## src/rtl/ddc_nco_tdm.sv

```systemverilog
// TDM NCO phase generator: one channel's acc+poff per cycle, round-robin, 1-cycle output latency.
// Config is valid/ready, one request in flight; ready drops until the update lands at its channel's slot.
module ddc_nco_tdm #(
    parameter int N_CH    = 4,
    parameter int CH_W    = 2,
    parameter int PHASE_W = 20
) (
    input  logic               dev_clk,
    input  logic               dev_rst,
    input  logic               cfg_valid,
    output logic               cfg_ready,
    input  logic [CH_W-1:0]    cfg_ch,
    input  logic [PHASE_W-1:0] cfg_pinc,
    input  logic [PHASE_W-1:0] cfg_poff,
    input  logic               sync_in,
    output logic               busy,
    output logic               phase_valid,
    output logic [CH_W-1:0]    phase_ch,
    output logic [PHASE_W-1:0] phase_out
);

    typedef enum logic {
        IDLE,
        WAIT
    } state_t;

    state_t             state;
    logic [CH_W-1:0]    ch_cnt;
    logic [CH_W-1:0]    lat_ch;
    logic [PHASE_W-1:0] lat_pinc;
    logic [PHASE_W-1:0] lat_poff;

    logic [PHASE_W-1:0] acc      [N_CH];
    logic [PHASE_W-1:0] pinc_tbl [N_CH];
    logic [PHASE_W-1:0] poff_tbl [N_CH];

    logic cfg_hs;
    logic apply;

    assign cfg_hs = cfg_valid && cfg_ready;
    assign apply  = (state == WAIT) && (ch_cnt == lat_ch);

    // N_CH == 2**CH_W, so the slot counter wraps by natural overflow.
    always_ff @(posedge dev_clk) begin
        if (dev_rst) begin
            ch_cnt <= '0;
        end else if (sync_in) begin
            ch_cnt <= '0;
        end else begin
            ch_cnt <= ch_cnt + CH_W'(1);
        end
    end

    // Output reads the tables before this cycle's writes land.
    always_ff @(posedge dev_clk) begin
        if (dev_rst) begin
            phase_valid <= 1'b0;
            phase_ch    <= '0;
            phase_out   <= '0;
        end else begin
            phase_valid <= 1'b1;
            phase_ch    <= ch_cnt;
            phase_out   <= acc[ch_cnt] + poff_tbl[ch_cnt];
        end
    end

    always_ff @(posedge dev_clk) begin
        if (dev_rst) begin
            for (int i = 0; i < N_CH; i++) begin
                pinc_tbl[i] <= '0;
                poff_tbl[i] <= '0;
            end
        end else if (apply) begin
            pinc_tbl[lat_ch] <= lat_pinc;
            poff_tbl[lat_ch] <= lat_poff;
        end
    end

    // A fresh config restarts its channel at zero phase; sync clears every channel.
    always_ff @(posedge dev_clk) begin
        if (dev_rst || sync_in) begin
            for (int i = 0; i < N_CH; i++) begin
                acc[i] <= '0;
            end
        end else if (apply) begin
            acc[ch_cnt] <= '0;
        end else begin
            acc[ch_cnt] <= acc[ch_cnt] + pinc_tbl[ch_cnt];
        end
    end

    always_ff @(posedge dev_clk) begin
        if (dev_rst) begin
            state     <= IDLE;
            cfg_ready <= 1'b0;
            busy      <= 1'b0;
            lat_ch    <= '0;
            lat_pinc  <= '0;
            lat_poff  <= '0;
        end else begin
            case (state)
                IDLE: begin
                    if (cfg_hs) begin
                        state     <= WAIT;
                        cfg_ready <= 1'b0;
                        busy      <= 1'b1;
                        lat_ch    <= cfg_ch;
                        lat_pinc  <= cfg_pinc;
                        lat_poff  <= cfg_poff;
                    end else begin
                        cfg_ready <= 1'b1;
                        busy      <= 1'b0;
                    end
                end
                WAIT: begin
                    if (apply) begin
                        state     <= IDLE;
                        cfg_ready <= 1'b1;
                        busy      <= 1'b0;
                    end
                end
                default: begin
                    state     <= IDLE;
                    cfg_ready <= 1'b0;
                    busy      <= 1'b0;
                end
            endcase
        end
    end

endmodule

```

## config.mk

```make
export PLATFORM = sky130hd
export DESIGN_NAME = ddc_nco_tdm
export DESIGN_NICKNAME = d
export VERILOG_FILES = /design/src/rtl/ddc_nco_tdm.sv
export SDC_FILE = /design/constraint.sdc
export NUM_CORES = 1
export LEC_CHECK = 0
export ABC_AREA = 0
export ABC_CLOCK_PERIOD_IN_PS = 4200
export CAP_MARGIN = 40
export CORE_ASPECT_RATIO = 0.75
export CORE_MARGIN = 1.5
export CORE_UTILIZATION = 52
export CTS_BUF_LIST = sky130_fd_sc_hd__clkbuf_8
export DETAILED_ROUTE_END_ITERATION = 12
export GPL_TIMING_DRIVEN = 0
export HOLD_SLACK_MARGIN = 0.06
export PLACE_DENSITY = 0.73
export SYNTH_ARGS = -nofsm -noshare
export SYNTH_HDL_FRONTEND = slang
export SYNTH_SLANG_ARGS = --single-unit
```

## constraint.sdc

```tcl
create_clock -name dev_clk -period 4.2 [get_ports dev_clk]
set_input_delay 0.84 -clock dev_clk [delete_from_list [all_inputs] [get_ports dev_clk]]
set_output_delay 0.84 -clock dev_clk [all_outputs]
set_load 0.03 [all_outputs]
```

==> flow_summary_export.csv, run 1 <==
group,metric,value,unit
critical_path,cp_max_fo,10,
floorplan,core,27200,um2
pwr,combinationalPowerShare,0.126,
finish,postLayoutCellArea,16870,um2
clock_network,ctsRootBufferMaster,"sky130_fd_sc_hd__clkbuf_8",
hold_path,min_path_type,"flop to flop",
route,drc_errors,0,
sta,slew_headroom,0.4453,
sta,post-route-min-period,4039,ps
pwr,internal_power,5.119,mW
synthesis,post_synth_arst_share,0,
clock_network,cts-buffers-inserted,48,
clock_network,holdBufCountCts,0,
global_routing,global_route_wire_length_before_repair,54.96,mm
clock_network,worstSkewPairLatency,600,ps
pwr,power.density_cell_area,409.0,nW/um2
synthesis,syn_nets,1230,
sta,tns,0,ps
global_routing,grt_max_degree,25,
synthesis,synth_flop_type,"sky130_fd_sc_hd__edfxtp_1",
clock_network,clock_sinks,310,
clock_network,cts.reportedPaths.clkPinSlew,70,ps
synthesis,synthesis.area,14480,um2
finish,area_growth_syn_to_fin,16.56,%
placed_design,detailedPlacementHpwl,26.22,mm
finish,final_layout_size_suffix_gt1_frac,0.1348,
floorplan,fp.dieW,195.7,um
global_routing,number_of_antenna_violations_at_the_first_check_in_global_routing,0,
critical_path,required,4620,ps
global_routing,grt_overflow,0,
floorplan,design.die.area,28860,um2
floorplan,floorplan.initialDensity,0.5323,
placed_design,routabilityCongestion,0.8939,
sta,period_share,0.9616,
clock_network,h-tree-depth,2,
placed_design,dp_slack,-432.4,ps
finish,design.final.nets,1361,
route,detailed_routing_iterations_pass_1,6,
clock_network,clock_tree_from_tritoncts,"built",
sta,achievable-frequency,247.6,MHz
synthesis,synth_enable_flop_cells,240,
floorplan,num_rows,52,
placed_design,dpl_cell_area,15840,um2
pwr,power.ir.vdd_worst,0.2599,mV
finish,antenna-diode-count,0,
finish,fillerInstances,2121,
global_routing,groute.usage.overall,0.2576,
route,viasPerCell,5.774,
placed_design,io_buffers,70,
sta,worst_clock_skew,34.05,ps
pwr,share_clk_of_total_power,0.366,
sta,report.final.setup_viol,0,
route,postRouteAntennaNets,0,
route,routedWlPerCell,21.74,um
route,routed_wl,36.17,mm
critical_path,endpoint_class_of_the_critical_path,"flop",
floorplan,ioPinCount,71,
finish,finish.utilization,0.6205,
synthesis,syn_inst,1144,
route,drt_iter0_markers,942,
finish,layout_common_cells,"sky130_fd_sc_hd__edfxtp_1 (240), sky130_fd_sc_hd__and2_1 (161), sky130_fd_sc_hd__nand2_1 (116), sky130_fd_sc_hd__nor2_1 (87), sky130_fd_sc_hd__a21oi_1 (83)",
sta,setup_repair_after_global_routing_missed_its_margin,"true",
finish,layout.cells.most_common,"sky130_fd_sc_hd__edfxtp_1",
pwr,p_sw,1.783,mW
finish,register_area,8608,um2
finish,multi_input_area,5622,um2
critical_path,startpoint_type,"flop",
sta,postLayoutSetupSlackWorst,161.4,ps
critical_path,cp_data_arrival_time,4460,ps
global_routing,via_count_of_the_first_global_routing_pass,9303,
synthesis,ys_ff_latch,310,
sta,timing_hold_violations_final,0,
pwr,relative_contribution_of_sequential_cells_to_total_power,0.508,
floorplan,die_h,147.5,um
flow_run,max_cap_viol_count,0,
critical_path,criticalPathCategory,"flop to flop",
sta,max_slew.worst_pin.slew,832.0,ps
synthesis,syn-mean-instance-area,12.66,um2
run_status,run_status,"complete, no violations",
synthesis,synth_sequential_area_ratio,0.5946,
synthesis,synth.distinct_cells,59,
synthesis,synthesis.yosys.warnings,0,
sta,finalMaxSlewViolations,0,
pwr,p_leak,6.472,nW
route,num_vias,9608,
pwr,switching_share,0.2583,
clock_network,ctsLongestPathBuffers,3,
-- worst paths after layout --
path	startpoint	end	slack (ps)	depth (start not counted)
setup / recovery	ch_cnt[0]$_SDFF_PP0_	acc[1][18]$_SDFFCE_PN0P_	160	12
setup reg to reg	ch_cnt[0]$_SDFF_PP0_	acc[1][18]$_SDFFCE_PN0P_	160	12
hold / removal	busy$_SDFFE_PP0P_	busy$_SDFFE_PP0P_	480	1
hold reg to reg	busy$_SDFFE_PP0P_	busy$_SDFFE_PP0P_	480	1
-- cell usage after synthesis, types with 2 or more instances --
master,number,share of area
sky130_fd_sc_hd__and2_1,161,0.070
sky130_fd_sc_hd__buf_1,2,0.00052
sky130_fd_sc_hd__and3_1,6,0.0026
sky130_fd_sc_hd__nand2_1,116,0.030
sky130_fd_sc_hd__o21bai_1,3,0.0016
sky130_fd_sc_hd__nor3_1,15,0.0052
sky130_fd_sc_hd__nand4_1,2,0.00086
sky130_fd_sc_hd__a211oi_1,7,0.0036
sky130_fd_sc_hd__mux2_2,3,0.0023
sky130_fd_sc_hd__a21o_1,20,0.010
sky130_fd_sc_hd__a31o_2,2,0.0012
sky130_fd_sc_hd__nand4b_1,3,0.0018
sky130_fd_sc_hd__a31oi_1,4,0.0017
sky130_fd_sc_hd__mux2i_1,2,0.0014
sky130_fd_sc_hd__dfxtp_1,70,0.097
sky130_fd_sc_hd__a21oi_1,83,0.029
sky130_fd_sc_hd__nand3_1,13,0.0045
sky130_fd_sc_hd__xnor2_1,12,0.0073
sky130_fd_sc_hd__inv_1,17,0.0044
sky130_fd_sc_hd__nor2b_1,11,0.0048
sky130_fd_sc_hd__o2111ai_1,2,0.0012
sky130_fd_sc_hd__or3_1,6,0.0026
sky130_fd_sc_hd__o21ai_0,24,0.0083
sky130_fd_sc_hd__nor4b_1,3,0.0018
sky130_fd_sc_hd__buf_2,12,0.0041
sky130_fd_sc_hd__edfxtp_1,240,0.50
sky130_fd_sc_hd__a211o_1,4,0.0024
sky130_fd_sc_hd__nand2b_1,6,0.0026
sky130_fd_sc_hd__nor2_1,87,0.023
sky130_fd_sc_hd__xor2_1,13,0.0079
sky130_fd_sc_hd__mux4_2,60,0.093
sky130_fd_sc_hd__a221o_1,2,0.0014
sky130_fd_sc_hd__nor3b_1,6,0.0031
sky130_fd_sc_hd__o21a_1,9,0.0047
sky130_fd_sc_hd__or2_2,5,0.0022
sky130_fd_sc_hd__o211ai_1,5,0.0026
sky130_fd_sc_hd__fa_1,2,0.0028
sky130_fd_sc_hd__ha_1,38,0.033
sky130_fd_sc_hd__clkbuf_1,48,0.012
-- routing by layer --
metal / routed length (um) / GRT usage / vias to the layer above
li1: - / - / 4454
met1: 16220 / 0.3708 / 4702
met2: 16040 / 0.3954 / 388
met3: 3078 / 0.05795 / 64
met4: 829 / 0.07615 / 0
met5: 0 / 0 / -
-- area by class of cell --
class / instances / share of cell area
plain buffers: 61 / 0.01572
clock buffers: 55 / 0.04486
clock inverters: 33 / 0.01201
inverters: 17 / 0.003781
multi-input cells: 755 / 0.3331
flip-flops and latches: 310 / 0.5101
well taps: 351 / 0.02603
repair buffers: 82 / 0.05435
-- registers in the layout (all words and copies together) (netlist names) --
register     count
ch_cnt           2
acc             80
lat_pinc        20
phase_ch         2
lat_ch           2
phase_out       20
cfg_ready        1
lat_poff        20
state            1
pinc_tbl        80
poff_tbl        80
phase_valid      1
busy             1
-- what timing repair did --
action                                  CTS  global route
pin swaps                                 0             1
gates resized for setup                   9            13
gates cloned                              0             0
buffers inserted                          0             1
endpoints found under the setup margin   52            44
-- stage by stage --
step,std cells,power (mW),hold WS [ps]
after floorplan,1144,4.086,456.9
after global placement,1565,4.376,448.3
after detailed placement,1576,4.417,470.1
after CTS,1663,6.923,482.9
after global routing,1664,7.158,513.7
final,1664,6.902,480.1
-- cells by family (layout without fill, tap and decap cells) --
kind of cell	after synthesis	after routing	synth area share
xor+xnor	25	25	0.01512
simple gates	445	445	0.1568
fa+ha+maj	40	40	0.03561
compound gates	180	180	0.07934
flops	310	310	0.5946
mux	65	65	0.09705
buf+inv	79	248	0.02152
-- power by group through the flow --
stage	combinational [mW]	sequential, mW	clock (mW)
detailed placement	0.847	3.57	0
CTS	0.854	3.51	2.56
floorplan	0.486	3.60	0
global placement	0.809	3.57	0
global route	0.936	3.52	2.70
finish	0.868	3.50	2.53
-- critical path, cell delays in order, from the launching register on --
cell and delay, ps:
sky130_fd_sc_hd__dfxtp_1 310, sky130_fd_sc_hd__buf_2 190, sky130_fd_sc_hd__clkbuf_4 260, sky130_fd_sc_hd__buf_6 230, sky130_fd_sc_hd__mux4_2 550, sky130_fd_sc_hd__ha_1 260, sky130_fd_sc_hd__fa_1 490, sky130_fd_sc_hd__a211oi_2 290
sky130_fd_sc_hd__o21bai_2 170, sky130_fd_sc_hd__a221oi_4 350, sky130_fd_sc_hd__o21ai_2 180, sky130_fd_sc_hd__a211o_1 380, sky130_fd_sc_hd__a21oi_1 190
No activity file was read; power rests on OpenSTA's default activity.
==> run 2: changes to the inputs <==
CAP_MARGIN = 10   (was 40)
CTS_CLUSTER_SIZE = 10   (was default)
==> run 2 against run 1 <==
Highest routed layer unchanged; critical endpoint is now phase_out[16]$_SDFF_PP0_; combinational power shrank 2%; clock skew shrank 9.0 ps; final cell count shrank 0.42%; clock-buffer cell count shrank 1.
==> flow_summary_export.csv, run 2 (synthesized netlist as in run 1, its figures left out) <==
group,metric,value,unit
run_status,run_status,"complete, no violations",
critical_path,path_cells,"buf_2 > clkbuf_4 > buf_6 > mux4_2 > ha_1 > fa_1 > a211oi_1 > o21ai_1 > o21ai_1 > o221ai_1 > a21oi_1 > mux2_2",
route,routedWlPerCell,21.71,um
route,detailed_routing_iterations_pass_1,7,
placed_design,dpl_cell_area,15700,um2
global_routing,grt_overflow,0,
sta,worst_clock_skew,25.08,ps
route,drc_errors,0,
global_routing,global_route.usage.met1,0.3775,
finish,area_growth_syn_to_fin,15.26,%
sta,timing_hold_violations_final,0,
global_routing,globalRouteMet2Util,0.3980,
sta,report.final.setup_viol,0,
critical_path,cp_max_fo,10,
critical_path,critical_path.top_delay_family,"compound AO/OA/AOI/OAI gates",
critical_path,reg2reg_slack,170,ps
clock_network,clock_tree_from_tritoncts,"built",
clock_network,worstSkewPairLatency,600,ps
floorplan,design.die.area,28860,um2
finish,postLayoutCellArea,16690,um2
critical_path,cp_data_arrival_time,4500,ps
critical_path,endpoint_class_of_the_critical_path,"flop",
clock_network,clock_sinks,310,
floorplan,core,27200,um2
pwr,p_leak,6.397,nW
route,num_vias,9602,
critical_path,criticalPathCategory,"flop to flop",
critical_path,critical_path.most_common_cell,"sky130_fd_sc_hd__o21ai_1",
global_routing,global_route_wire_length_before_repair,54.92,mm
sta,max_slew.worst_pin.slew,1240,ps
finish,final_layout_size_suffix_gt1_frac,0.1256,
global_routing,groute.usage.overall,0.2567,
floorplan,num_rows,52,
route,routed_wl,35.97,mm
floorplan,ioPinCount,71,
critical_path,cpPeakStageDelay,570,ps
sta,setup_repair_after_global_routing_missed_its_margin,"false",
global_routing,global_route.usage.met3,0.04563,
placed_design,routabilityCongestion,0.8939,
finish,layout_common_cells,"sky130_fd_sc_hd__edfxtp_1 (240), sky130_fd_sc_hd__and2_1 (161), sky130_fd_sc_hd__nand2_1 (116), sky130_fd_sc_hd__nor2_1 (86), sky130_fd_sc_hd__a21oi_1 (83)",
global_routing,number_of_antenna_violations_at_the_first_check_in_global_routing,0,
placed_design,place_inst,1568,
critical_path,cp_max_delay_cell,"sky130_fd_sc_hd__mux4_2",
pwr,power.ir.vdd_worst,0.2258,mV
clock_network,h-tree-depth,2,
finish,antenna-diode-count,0,
floorplan,fp.dieW,195.7,um
sta,tns,0,ps
clock_network,cts-buffers-inserted,47,
finish,design.final.nets,1353,
critical_path,required,4670,ps
route,postRouteAntennaNets,0,
clock_network,holdBufCountCts,0,
finish,reg_top3,"acc (80), pinc_tbl (80), poff_tbl (80)",
placed_design,detailedPlacementHpwl,25.35,mm
clock_network,ctsRootBufferMaster,"sky130_fd_sc_hd__clkbuf_8",
sta,post-route-min-period,4032,ps
floorplan,die_h,147.5,um
route,viasPerCell,5.795,
finish,layout.cells.most_common,"sky130_fd_sc_hd__edfxtp_1",
finish,fillerInstances,2162,
route,drt_iter0_markers,989,
clock_network,ctsLongestPathBuffers,3,
global_routing,via_count_of_the_first_global_routing_pass,9307,
sta,achievable-frequency,248.0,MHz
global_routing,globalRoute.busiestLayer,"met2",
sta,slew_headroom,0.1696,
placed_design,io_buffers,70,
clock_network,cts.reportedPaths.clkPinSlew,70,ps
sta,period_share,0.9600,
sta,finalMaxSlewViolations,0,
flow_run,max_cap_viol_count,0,
global_routing,grt_max_degree,41,
floorplan,floorplan.initialDensity,0.5323,
critical_path,startpoint_type,"flop",
hold_path,min_path_type,"flop to flop",
pwr,power.density_cell_area,407.5,nW/um2
critical_path,path_buf_inv,3,
finish,finish.cell_count_without_fillers,1657,
[run 2: report_power, final]
part	leakage [nW]	internal, mW	switching [mW]	total (mW)
Combinational	2.70	0.331	0.521	0.852
Clock	0.561	1.24	1.20	2.44
Sequential	3.14	3.45	0.0552	3.51
Total	6.40	5.03	1.78	6.80
[run 2: path summary, 6_finish.rpt]
kind,from,end,cells after the start
hold / removal,busy$_SDFFE_PP0P_,busy$_SDFFE_PP0P_,1
hold reg to reg,busy$_SDFFE_PP0P_,busy$_SDFFE_PP0P_,1
setup / recovery,ch_cnt[0]$_SDFF_PP0_,phase_out[16]$_SDFF_PP0_,12
setup reg to reg,ch_cnt[0]$_SDFF_PP0_,phase_out[16]$_SDFF_PP0_,12
[run 2: metrics by stage]
stage / utilization / worst slack (ps) / power, mW / hold WS [ps]
after detailed placement: 0.5774 / -417.7 / 4.401 / 470.1
after global placement: 0.5743 / -1069 / 4.376 / 448.3
after global routing: 0.6136 / 1.073 / 7.039 / 513.9
final: 0.6136 / 167.9 / 6.800 / 483.8
after floorplan: - / 451.2 / 4.086 / 456.9
after CTS: 0.6123 / 6.749 / 6.811 / 484.7
[run 2: area by class of cell]
cell class | count | area [um2] | area share
Clock buffer | 54 | 743.2 | 0.04454
Clock inverter | 34 | 177.7 | 0.01065
Tap cell | 351 | 439.2 | 0.02632
Buffer | 61 | 262.8 | 0.01575
Multi-Input combinational cell | 755 | 5607 | 0.3360
Inverter | 17 | 63.81 | 0.003824
Sequential cell | 310 | 8608 | 0.5159
Timing Repair Buffer | 75 | 785.8 | 0.04709
[run 2: timing repair]
action / 4_1_cts / 5_1_grt
gates cloned: 0 / 0
setup buffers: 1 / 1
pin swaps: 1 / 1
setup endpoints to repair: 51 / 43
gates resized for setup: 8 / 12
[run 2: layer usage]
| metal | wire (um) | vias up | part of all wire |
|---|---|---|---|
| li1 | - | 4429 | - |
| met4 | 765 | 0 | 0.021 |
| met3 | 3037 | 64 | 0.084 |
| met2 | 16000 | 428 | 0.44 |
| met5 | 0 | - | 0 |
| met1 | 16170 | 4681 | 0.45 |
[run 2: worst register-to-register path: stages (launching register included)]
cell and delay, ps:
sky130_fd_sc_hd__dfxtp_1 300, sky130_fd_sc_hd__buf_2 190, sky130_fd_sc_hd__clkbuf_4 260, sky130_fd_sc_hd__buf_6 220, sky130_fd_sc_hd__mux4_2 580, sky130_fd_sc_hd__ha_1 270, sky130_fd_sc_hd__fa_1 500, sky130_fd_sc_hd__a211oi_1 310
sky130_fd_sc_hd__o21ai_1 250, sky130_fd_sc_hd__o21ai_1 310, sky130_fd_sc_hd__o221ai_1 170, sky130_fd_sc_hd__a21oi_1 190, sky130_fd_sc_hd__mux2_2 340
